**config.mk**
```make
export PLATFORM = sky130hd
export DESIGN_NAME = piece_drop_sequencer
export DESIGN_NICKNAME = d
export VERILOG_FILES = /design/src/rtl/piece_drop_sequencer.sv
export SDC_FILE = /design/constraint.sdc
export NUM_CORES = 1
export LEC_CHECK = 0
export BUFFER_PORTS_ARGS = -buffer_cell sky130_fd_sc_hd__buf_2
export CELL_PAD_IN_SITES_DETAIL_PLACEMENT = 1
export CELL_PAD_IN_SITES_GLOBAL_PLACEMENT = 1
export CORE_UTILIZATION = 25
export DETAILED_ROUTE_END_ITERATION = 8
export GPL_TIMING_DRIVEN = 0
export PLACE_DENSITY = 0.52
export SYNTH_ARGS = -nofsm -noshare
export SYNTH_HDL_FRONTEND = slang
export SYNTH_SLANG_ARGS = --single-unit
```
**constraint.sdc**
```tcl
create_clock -name clk -period 6.56 [get_ports clk]
set_clock_uncertainty 0.15 [all_clocks]
set_input_delay 0.656 -clock clk [delete_from_list [all_inputs] [get_ports clk]]
set_output_delay 0.656 -clock clk [all_outputs]
set_load 0.01 [all_outputs]
```
**src/rtl/piece_drop_sequencer.sv**
```systemverilog
// piece_drop_sequencer: spawn / fall / lock / clear game sequencer.
// Optional SOFT_DROP_EN macro adds a soft_drop input with faster ticks.
module piece_drop_sequencer #(
    parameter int TICK_DIV = 12500000,
    parameter int SCORE_W  = 16
) (
    input  logic               clk,
    input  logic               rst,
    input  logic               start,
    input  logic [2:0]         next_piece,
    input  logic               move_finish,
    input  logic               spawn_blocked,
    input  logic               clear_done,
    input  logic [2:0]         lines_cleared,
`ifdef SOFT_DROP_EN
    input  logic               soft_drop,
`endif
    output logic               move_en,
    output logic [2:0]         piece_code,
    output logic               lock,
    output logic               clear_req,
    output logic               game_over,
    output logic [2:0]         state_o,
    output logic [SCORE_W-1:0] score
);

    localparam int CW = $clog2(TICK_DIV);
    localparam logic [CW-1:0] TICK_MAX = CW'(TICK_DIV - 1);
`ifdef SOFT_DROP_EN
    localparam logic [CW:0] SOFT_LIM = (CW+1)'(TICK_DIV / 8);
`endif

    localparam logic [2:0] IDLE  = 3'd0;
    localparam logic [2:0] SPAWN = 3'd1;
    localparam logic [2:0] FALL  = 3'd2;
    localparam logic [2:0] LOCK  = 3'd3;
    localparam logic [2:0] CLEAR = 3'd4;
    localparam logic [2:0] OVER  = 3'd5;

    logic [2:0]    state;
    logic [2:0]    state_nx;
    logic [CW-1:0] cnt;
    logic          tick;
    logic          soft_pt;
    logic [3:0]    pts;
    logic          move_en_nx;
    logic          lock_nx;
    logic          clear_nx;
    logic          over_nx;

    // Saturating add so the score pins at all-ones instead of wrapping.
    function automatic logic [SCORE_W-1:0] sat_add(
        input logic [SCORE_W-1:0] a,
        input logic [3:0]         b
    );
        logic [SCORE_W:0] s;
        s = {1'b0, a} + (SCORE_W+1)'(b);
        return s[SCORE_W] ? '1 : s[SCORE_W-1:0];
    endfunction

    // Drop tick: normal period, or shortened threshold while soft dropping.
    always_comb begin
        tick    = (cnt == TICK_MAX);
        soft_pt = 1'b0;
`ifdef SOFT_DROP_EN
        if (soft_drop) begin
            tick = (({1'b0, cnt} + (CW+1)'(1)) >= SOFT_LIM);
        end
        soft_pt = soft_drop && tick && !move_finish && !start
                  && (state == FALL);
`endif
    end

    // Points per clear; anything above four rows scores as four.
    always_comb begin
        case (lines_cleared)
            3'd0:    pts = 4'd0;
            3'd1:    pts = 4'd1;
            3'd2:    pts = 4'd3;
            3'd3:    pts = 4'd5;
            default: pts = 4'd8;
        endcase
    end

    // State register.
    always_ff @(posedge clk or posedge rst) begin
        if (rst) begin
            state <= IDLE;
        end else begin
            state <= state_nx;
        end
    end

    // Next-state logic; start restarts from any active state.
    always_comb begin
        state_nx = IDLE;
        case (state)
            IDLE: begin
                state_nx = start ? SPAWN : IDLE;
            end
            SPAWN: begin
                if (start)              state_nx = SPAWN;
                else if (spawn_blocked) state_nx = OVER;
                else                    state_nx = FALL;
            end
            FALL: begin
                if (start)                    state_nx = SPAWN;
                else if (tick && move_finish) state_nx = LOCK;
                else                          state_nx = FALL;
            end
            LOCK: begin
                state_nx = start ? SPAWN : CLEAR;
            end
            CLEAR: begin
                if (start || clear_done) state_nx = SPAWN;
                else                     state_nx = CLEAR;
            end
            OVER: begin
                state_nx = start ? SPAWN : OVER;
            end
            default: begin
                state_nx = IDLE;
            end
        endcase
    end

    // Output decode from the next state, registered below.
    always_comb begin
        move_en_nx = (state_nx == FALL) && (state == FALL)
                     && tick && !move_finish;
        lock_nx    = (state_nx == LOCK);
        clear_nx   = (state_nx == CLEAR);
        over_nx    = (state_nx == OVER);
    end

    // Registered control outputs.
    always_ff @(posedge clk or posedge rst) begin
        if (rst) begin
            move_en   <= 1'b0;
            lock      <= 1'b0;
            clear_req <= 1'b0;
            game_over <= 1'b0;
        end else begin
            move_en   <= move_en_nx;
            lock      <= lock_nx;
            clear_req <= clear_nx;
            game_over <= over_nx;
        end
    end

    // Gravity counter: runs only in FALL, wraps on each drop tick.
    always_ff @(posedge clk or posedge rst) begin
        if (rst) begin
            cnt <= '0;
        end else if (state != FALL || start || tick) begin
            cnt <= '0;
        end else begin
            cnt <= cnt + CW'(1);
        end
    end

    // Active piece code, latched only while spawning.
    always_ff @(posedge clk or posedge rst) begin
        if (rst) begin
            piece_code <= 3'd0;
        end else if (state == SPAWN) begin
            piece_code <= (next_piece == 3'd7) ? 3'd0 : next_piece;
        end
    end

    // Score: cleared by start, credited on clears and soft-dropped rows.
    always_ff @(posedge clk or posedge rst) begin
        if (rst) begin
            score <= '0;
        end else if (start) begin
            score <= '0;
        end else if (state == CLEAR && clear_done) begin
            score <= sat_add(score, pts);
        end else if (soft_pt) begin
            score <= sat_add(score, 4'd1);
        end
    end

    assign state_o = state;

endmodule

```
==> results_dict.tcl, run 1 <==
set metrics [dict create \
    antenna_found_initial 0 \
    vias_per_cell 4.80 \
    grt_use_total_pct 12.7 \
    numClockSinks 50 \
    vdd_drop_max_v 0.0000682 \
    cts_setup_buffers 0 \
    placed_cell_area_sq_um 2960 \
    reg2reg_from "score[0]$_DFFE_PP0P_" \
    clk_path_buf_depth 2 \
    die_x_microns 104 \
    synthFlopType "dfrtp_1" \
    placementRows 36 \
    hold_viol_final 0 \
    min_path_type "in -> async" \
    cp-startpoint "lines_cleared[1]" \
    rsz0062_at_grt "no" \
    utilization_pct 30.8 \
    synthMostInstantiatedCell "dfrtp_1" \
    setup_viol 0 \
    fin_area_sq_um 3050 \
    cts-root-buf "clkbuf_8" \
    grt_max_degree 40 \
    ys_seq_area_share_pct 48.4 \
    num_antenna_cells 0 \
    clkLatencyLatePin_ns 0.30 \
    grt_pass1_vias 2190 \
    slew_viol_final 0 \
    synth_nets 287 \
    synth_area_leader_cell "dfrtp_1" \
    filler_cell_count 1201 \
    drt_pass1_iterations 4 \
    cts_tree "done" \
    syn_area_sq_um 2590 \
    hold_buffers 0 \
    core-area_sq_um 9910 \
    worstPathRequired_ns 6.59 \
    end_kind "register" \
    grt_most_used_layer "met2" \
    globalRouteMet2Util_pct 21.8 \
    period_share_pct 41.8 \
    synthTopCellsByArea "dfrtp_1, nor2_1, xor2_1" \
    r2r_end "score[15]$_DFFE_PP0P_" \
    clkSlewWorstSetupHoldPaths_ns 0.10 \
    powerDensity_nw_per_um2 193 \
    netlist_top_cells_count "dfrtp_1, nor2_1, o21ai_0" \
    die-area_sq_um 10800 \
    rrSetupSlack_ns 3.96 \
    htree_levels 2 \
    grt_overflow_total 0 \
    slew_headroom_pct 49.1 \
    die_y_microns 104 \
    tightestPinTransition_ns 0.756 \
    rr_worst_depth 8 \
    nets 332 \
    drt-total-wl_microns 6530 \
    fin_cells 448 \
    final_antenna_net_count 0 \
    yosys.area.top_type_share_pct 48.4 \
    io_pins 38 \
    status "finished clean" \
    met3_usage_pct 2.71 \
    drv_cap 0 \
    drtIter0Drc 39 \
    port_buffers 37 \
    timing.fmax_mhz 364 \
    syn_to_final_growth_pct 17.9 \
    dpl.cell_count 440 \
    met1_usage_pct 16.2 \
    leakagePower_nw 1.32 \
    cts.repair.resized 0 \
    endpoint "score[15]$_DFFE_PP0P_" \
    post-dp-hpwl_microns 4700 \
    ys_seq_elements 50 \
    finalCriticalPeriod_ns 2.74 \
    worstPathArrival_ns 2.77 \
    routed-via-count 2149 \
    ys_types 47 \
    drive_gt1_share_pct 18.4 \
    synth_edf_count 0 \
    setup_tns_ns 0 \
    syn_inst 269 \
    async_flop_share_pct 100 \
    route.detailed.drc 0 \
    start_util_pct 26.1 \
    crit_path_max_fanout 9 \
    cts_inserted_buffers 5 \
    start_kind "input port" \
    yosysWarnings 0 \
    syn_area_per_cell_sq_um 9.62 \
    wire_per_inst_microns 14.6 \
    crit_type "in -> reg" \
    grt_pass1_wl_microns 11100 \
    gp_congestion 0.702 \
]
## power breakdown
group	leakage (nW)	switching [mW]	total [mW]	internal, mW
registers	0.688	0.00947	0.329	0.319
clock network	0.0482	0.105	0.190	0.0855
logic	0.587	0.0435	0.0698	0.0263
total	1.32	0.158	0.589	0.431
## registers in the layout (all words and copies together) (netlist names)
register / cells
lock: 1
cnt: 24
piece_code: 3
score: 16
game_over: 1
move_en: 1
clear_req: 1
state_o: 3
## cells in the final DEF, fill, tap and decap left out, drive strengths merged, types with 2 or more instances in the layout
master  netlist  layout
and3          2       2
nor2         41      41
a21o          2       2
clkbuf        3      10
and4b         2       2
o211ai        3       3
xnor2         9       9
nand2b        2       2
a31oi        10      10
inv           8       8
nor4b         2       2
nor3b         3       3
a21oi         8       8
ha            5       5
nor4          6       6
o21ai        17      17
nand2        15      15
nand3        16      16
and4          4       4
xor2         15      15
nand4        10      10
nor3         12      12
buf           5      43
dfrtp        50      50
and2          3       3
## cell families after synthesis
kind of cell / share of synthesized area [%]
and+or+nand+nor: 25.0
xor gates and xnor gates: 8.12
DFF: 48.4
adders and majority gates: 3.19
AOI/OAI and AO/OA: 12.2
buffers and inverters: 3.09
## routing by layer
metal	part of all wire [%]	vias to the layer above	wire, microns
li1	-	1050	-
met1	47	1073	3070
met2	50	24	3240
met3	2.7	2	178
met4	0.61	0	40
met5	0	-	0
## worst min-delay path by stage
| stage | from | endpoint | slack [ns] |
|---|---|---|---|
| after floorplan | cnt[0]$_DFF_PP0_ | cnt[0]$_DFF_PP0_ | 0.32 |
| after global placement | piece_code[1]$_DFFE_PP0P_ | piece_code[1]$_DFFE_PP0P_ | 0.34 |
| after detailed placement | piece_code[1]$_DFFE_PP0P_ | piece_code[1]$_DFFE_PP0P_ | 0.35 |
| after CTS | rst | cnt[19]$_DFF_PP0_ | 0.13 |
| after global routing | rst | cnt[19]$_DFF_PP0_ | 0.14 |
| final | rst | cnt[19]$_DFF_PP0_ | 0.12 |
## through the flow
step | hold slack [ns] | power, mW | worst slack [ns]
floorplan | 0.320 | 0.375 | 3.79
global placement | 0.337 | 0.405 | 3.48
detailed placement | 0.346 | 0.407 | 3.46
CTS | 0.126 | 0.603 | 3.80
global route | 0.144 | 0.618 | 3.53
finish | 0.124 | 0.589 | 3.82
## final cells by class
type	instances	area (sq um)	share of cell area (%)
plain buffers	8	50.0	1.64
clock inverters	1	5.00	0.164
clock buffers	7	86.3	2.83
repair buffers	38	205	6.73
flip-flops and latches	50	1250	41.0
inverters	8	30.0	0.984
multi-input cells	203	1260	41.2
well taps	133	166	5.46
## critical path: stages
cell	delay, ns
buf_2	0.11
nor2_1	0.09
nor2_1	0.05
ha_1	0.20
fa_1	0.42
a211o_1	0.31
o211ai_1	0.21
or3_1	0.19
buf_6	0.14
and4b_4	0.28
a41oi_2	0.12
Note: power is estimated with default switching activity, not from simulation.
==> run 2: changes to the inputs <==
clock period = 2.7 ns   (was 6.56 ns; I/O delays follow)
==> results_dict.tcl, run 2 (synthesis gave the netlist of run 1 again) <==
set metrics [dict create \
    final_cell_mix "dfrtp_1, nor2_1, buf_2" \
    status "finished clean" \
    clkLatencyLatePin_ns 0.30 \
    rrSetupSlack_ns 0.13 \
    setup_tns_ns 0 \
    route.detailed.drc 0 \
    fin_cells 450 \
    wire_per_inst_microns 14.5 \
    core-area_sq_um 9910 \
    fin_area_sq_um 3070 \
    grt_pass1_vias 2194 \
    cp-startpoint "score[0]$_DFFE_PP0P_" \
    drtIter0Drc 38 \
    numClockSinks 50 \
    tightestPinTransition_ns 0.755 \
    min_from "next_piece[2]" \
    clk_path_buf_depth 2 \
    placementRows 36 \
    holdWs_ns 0.0716 \
    cts_inserted_buffers 5 \
    drv_cap 0 \
    vias_per_cell 4.78 \
    slew_headroom_pct 49.2 \
    hold_viol_final 0 \
    end_kind "register" \
    drive_gt1_share_pct 18.6 \
    setup_slack_ns 0.133 \
    final_common_cell "dfrtp_1" \
    period_share_pct 95.1 \
    htree_levels 2 \
    vdd_drop_max_v 0.000166 \
    gp_congestion 0.702 \
    rsz0062_at_grt "no" \
    grt_overflow_total 0 \
    dpl.cell_count 440 \
    port_buffers 37 \
    crit_type "reg -> reg" \
    die_x_microns 104 \
    finalPower_mw 1.43 \
    start_util_pct 26.1 \
    post-dp-hpwl_microns 4700 \
    final_antenna_net_count 0 \
    setup_viol 0 \
    top_regs "cnt x24, score x16" \
    drt-total-wl_microns 6520 \
    top_register "cnt" \
    largest_reg_flops 24 \
    utilization_pct 31.0 \
    worstPathArrival_ns 2.59 \
    die_y_microns 104 \
    placed_cell_area_sq_um 2960 \
    clkSlewWorstSetupHoldPaths_ns 0.09 \
    cts-root-buf "clkbuf_8" \
    io_pins 38 \
    die-area_sq_um 10800 \
    num_antenna_cells 0 \
    reg2reg_from "score[0]$_DFFE_PP0P_" \
    timing.fmax_mhz 390 \
    grt_use_total_pct 12.7 \
    powerDensity_nw_per_um2 466 \
    min_path_type "in -> reg" \
    drt_pass1_iterations 4 \
    nets 334 \
    syn_to_final_growth_pct 18.6 \
    pre_cts_ws_ns -0.00983 \
    slew_viol_final 0 \
    cts.repair.resized 0 \
    routed-via-count 2150 \
    leakagePower_nw 1.33 \
    grt_pass1_wl_microns 11100 \
    start_kind "register" \
    grt_max_degree 40 \
    crit_path_max_fanout 9 \
    cts_tree "done" \
    finalCriticalPeriod_ns 2.57 \
    worstPathRequired_ns 2.73 \
    antenna_found_initial 0 \
]
run 2: cell types whose count changed in the layout (fill, tap and decap cells not counted), sizes merged:
cell         change
buf              +1
dlygate4sd3      +1
run 2: cell type report:
type,count,area [sq um]
Inverter,8,30.0
Clock buffer,7,86.3
Sequential cell,50,1250
Timing Repair Buffer,40,223
Buffer,8,50.0
Tap cell,133,166
Clock inverter,1,5.00
Fill cell,1200,6840
Multi-Input combinational cell,203,1260
run 2: worst paths after layout:
path	cells after the start	endpoint
setup / recovery	8	score[15]$_DFFE_PP0P_
hold / removal	3	piece_code[2]$_DFFE_PP0P_
setup reg to reg	8	score[15]$_DFFE_PP0P_
hold reg to reg	1	cnt[0]$_DFF_PP0_
max in group asynchronous	4	cnt[4]$_DFF_PP0_
min in group asynchronous	3	cnt[19]$_DFF_PP0_
run 2: where the power goes:
| group | total [mW] | switching, mW | internal (mW) |
|---|---|---|---|
| clock | 0.460 | 0.252 | 0.208 |
| sequential | 0.799 | 0.0230 | 0.776 |
| combinational | 0.171 | 0.106 | 0.0650 |
| total | 1.43 | 0.381 | 1.05 |
run 2: worst max-delay path, stage by stage (launching register included):
cell and delay, ns:
dfrtp_1 0.42, ha_1 0.23, fa_1 0.43, a211o_1 0.31, o211ai_1 0.19, or3_1 0.18
buf_6 0.14, and4b_4 0.28, a41oi_2 0.12
run 2: what timing repair did:
| action | 4_1_cts | 5_1_grt |
|---|---|---|
| hold endpoints to repair | 11 | 0 |
| hold buffers | 1 | 0 |
| endpoints found under the setup margin | 0 | 5 |
| buffers inserted | 0 | 1 |
run 2: per-layer routing:
| layer | GRT usage (%) | vias up | wire (microns) |
|---|---|---|---|
| met4 | 3.37 | 0 | 59 |
| met1 | 16.2 | 1072 | 3070 |
| met2 | 21.8 | 23 | 3220 |
| met3 | 2.71 | 5 | 177 |
| li1 | - | 1050 | - |
| met5 | 0 | - | 0 |
==> run 3: changes to the inputs <==
ABC_CLOCK_PERIOD_IN_PS = 2700   (was default)
MAX_ROUTING_LAYER = met4   (was default)
==> results_dict.tcl, run 3 (synthesis gave the netlist of run 1 again) <==
set metrics [dict create \
    status "finished clean" \
    final_antenna_net_count 0 \
    top_regs "cnt x24, score x16" \
    io_pins 38 \
    nets 333 \
    powerDensity_nw_per_um2 466 \
    hold_viol_final 0 \
    die-area_sq_um 10800 \
    fin_area_sq_um 3070 \
    post-dp-hpwl_microns 4700 \
    drv_cap 0 \
    rsz0062_at_grt "no" \
    rr_worst_depth 8 \
    crit_type "reg -> reg" \
    finalPower_mw 1.43 \
    die_x_microns 104 \
    cts_tree "done" \
    holdWs_ns 0.0728 \
    worstPathRequired_ns 2.72 \
    vias_per_cell 4.81 \
    worstPathArrival_ns 2.57 \
    slew_headroom_pct 49.1 \
    placed_cell_area_sq_um 2960 \
    wire_per_inst_microns 14.5 \
    crit_path_max_fanout 9 \
    p_clk_share_pct 32.2 \
    port_buffers 37 \
    grt_use_total_pct 13.1 \
    routed-via-count 2160 \
    drtIter0Drc 50 \
    seq_power_share_pct 55.8 \
    cts-root-buf "clkbuf_8" \
    numClockSinks 50 \
    gp_congestion 0.710 \
    drive_gt1_share_pct 19.0 \
    clkSlewWorstSetupHoldPaths_ns 0.09 \
    timing.fmax_mhz 392 \
    tightestPinTransition_ns 0.756 \
    setup_viol 0 \
    core-area_sq_um 9910 \
    largest_reg_flops 24 \
    placementRows 36 \
    end_kind "register" \
    whs_path_depth 3 \
    combPwrFrac_pct 12.0 \
    htree_levels 2 \
    top_register "cnt" \
    swShare_pct 26.7 \
    cts_inserted_buffers 5 \
    vdd_drop_max_v 0.000166 \
    setup_slack_ns 0.150 \
    start_kind "register" \
    min_path_type "in -> reg" \
    filler_cell_count 1201 \
    num_antenna_cells 0 \
    antenna_found_initial 0 \
    rrSetupSlack_ns 0.15 \
    grt_pass1_vias 2194 \
    pre_cts_ws_ns -0.00983 \
    route.detailed.drc 0 \
    grt_overflow_total 0 \
    intPower_mw 1.05 \
    power_switching_uw 382 \
    clkLatencyLatePin_ns 0.30 \
    final_common_cell "dfrtp_1" \
    finalCriticalPeriod_ns 2.55 \
    grt_max_degree 40 \
    slew_viol_final 0 \
    syn_to_final_growth_pct 18.6 \
    leakagePower_nw 1.33 \
    die_y_microns 104 \
    grt_pass1_wl_microns 11200 \
    drt_pass1_iterations 4 \
    start_util_pct 26.1 \
    final_cell_mix "dfrtp_1, nor2_1, buf_2" \
    setup_tns_ns 0 \
    drt-total-wl_microns 6520 \
    clk_path_buf_depth 2 \
    period_share_pct 94.4 \
]
run 3: cell count changes in the layout (fill, tap and decap cells not counted), sizes merged:
cell  before  now
buf       44   43
run 3: final cells by class:
cell class / instances / area [sq um] / area share, %
plain buffers: 8 / 50.0 / 1.63
clock buffers: 7 / 86.3 / 2.81
clock inverters: 1 / 5.00 / 0.163
inverters: 8 / 30.0 / 0.979
multi-input cells: 203 / 1260 / 41.2
flip-flops and latches: 50 / 1250 / 40.8
well taps: 133 / 166 / 5.42
repair buffers: 39 / 215 / 7.01
run 3: through the flow:
step | instances | utilization (%)
after global placement | 439 | 29.7
after CTS | 449 | 30.9
after global routing | 449 | 31.0
final | 449 | 31.0
after detailed placement | 440 | 29.9
after floorplan | 269 | -
run 3: layer usage:
metal	vias up	share of wire (%)	wire (microns)	global-route usage, %
met3	2	2.8	180	2.58
met1	1077	47	3060	16.4
li1	1053	-	-	-
met5	-	0	0	-
met4	0	0.60	39	3.37
met2	28	50	3240	21.7
run 3: final timing paths:
check,startpoint,to
min reg2reg,piece_code[2]$_DFFE_PP0P_,piece_code[2]$_DFFE_PP0P_
max,score[0]$_DFFE_PP0P_,score[15]$_DFFE_PP0P_
min in group asynchronous,rst,cnt[19]$_DFF_PP0_
max in group asynchronous,rst,cnt[2]$_DFF_PP0_
max reg2reg,score[0]$_DFFE_PP0P_,score[15]$_DFFE_PP0P_
min,next_piece[2],piece_code[2]$_DFFE_PP0P_
run 3: power groups by stage:
stage / Sequential, mW / Clock (mW) / Combinational (mW)
floorplan: 0.823 / 0 / 0.0874
global placement: 0.814 / 0 / 0.171
detailed placement: 0.814 / 0 / 0.175
CTS: 0.800 / 0.489 / 0.176
global route: 0.804 / 0.505 / 0.196
finish: 0.799 / 0.461 / 0.171
run 3: repair_timing:
action / in CTS / in global routing
setup buffers: 0 / 0
gates resized for setup: 0 / 2
hold buffers: 1 / 0
endpoints found under the setup margin: 0 / 4
endpoints found under the hold margin: 11 / 0
run 3: critical path: stages, from the launching register on:
cell	delay, ns
dfrtp_1	0.42
ha_1	0.24
fa_2	0.37
a211o_1	0.30
o211ai_1	0.23
or3_1	0.19
buf_6	0.14
and4b_4	0.28
a41oi_2	0.12
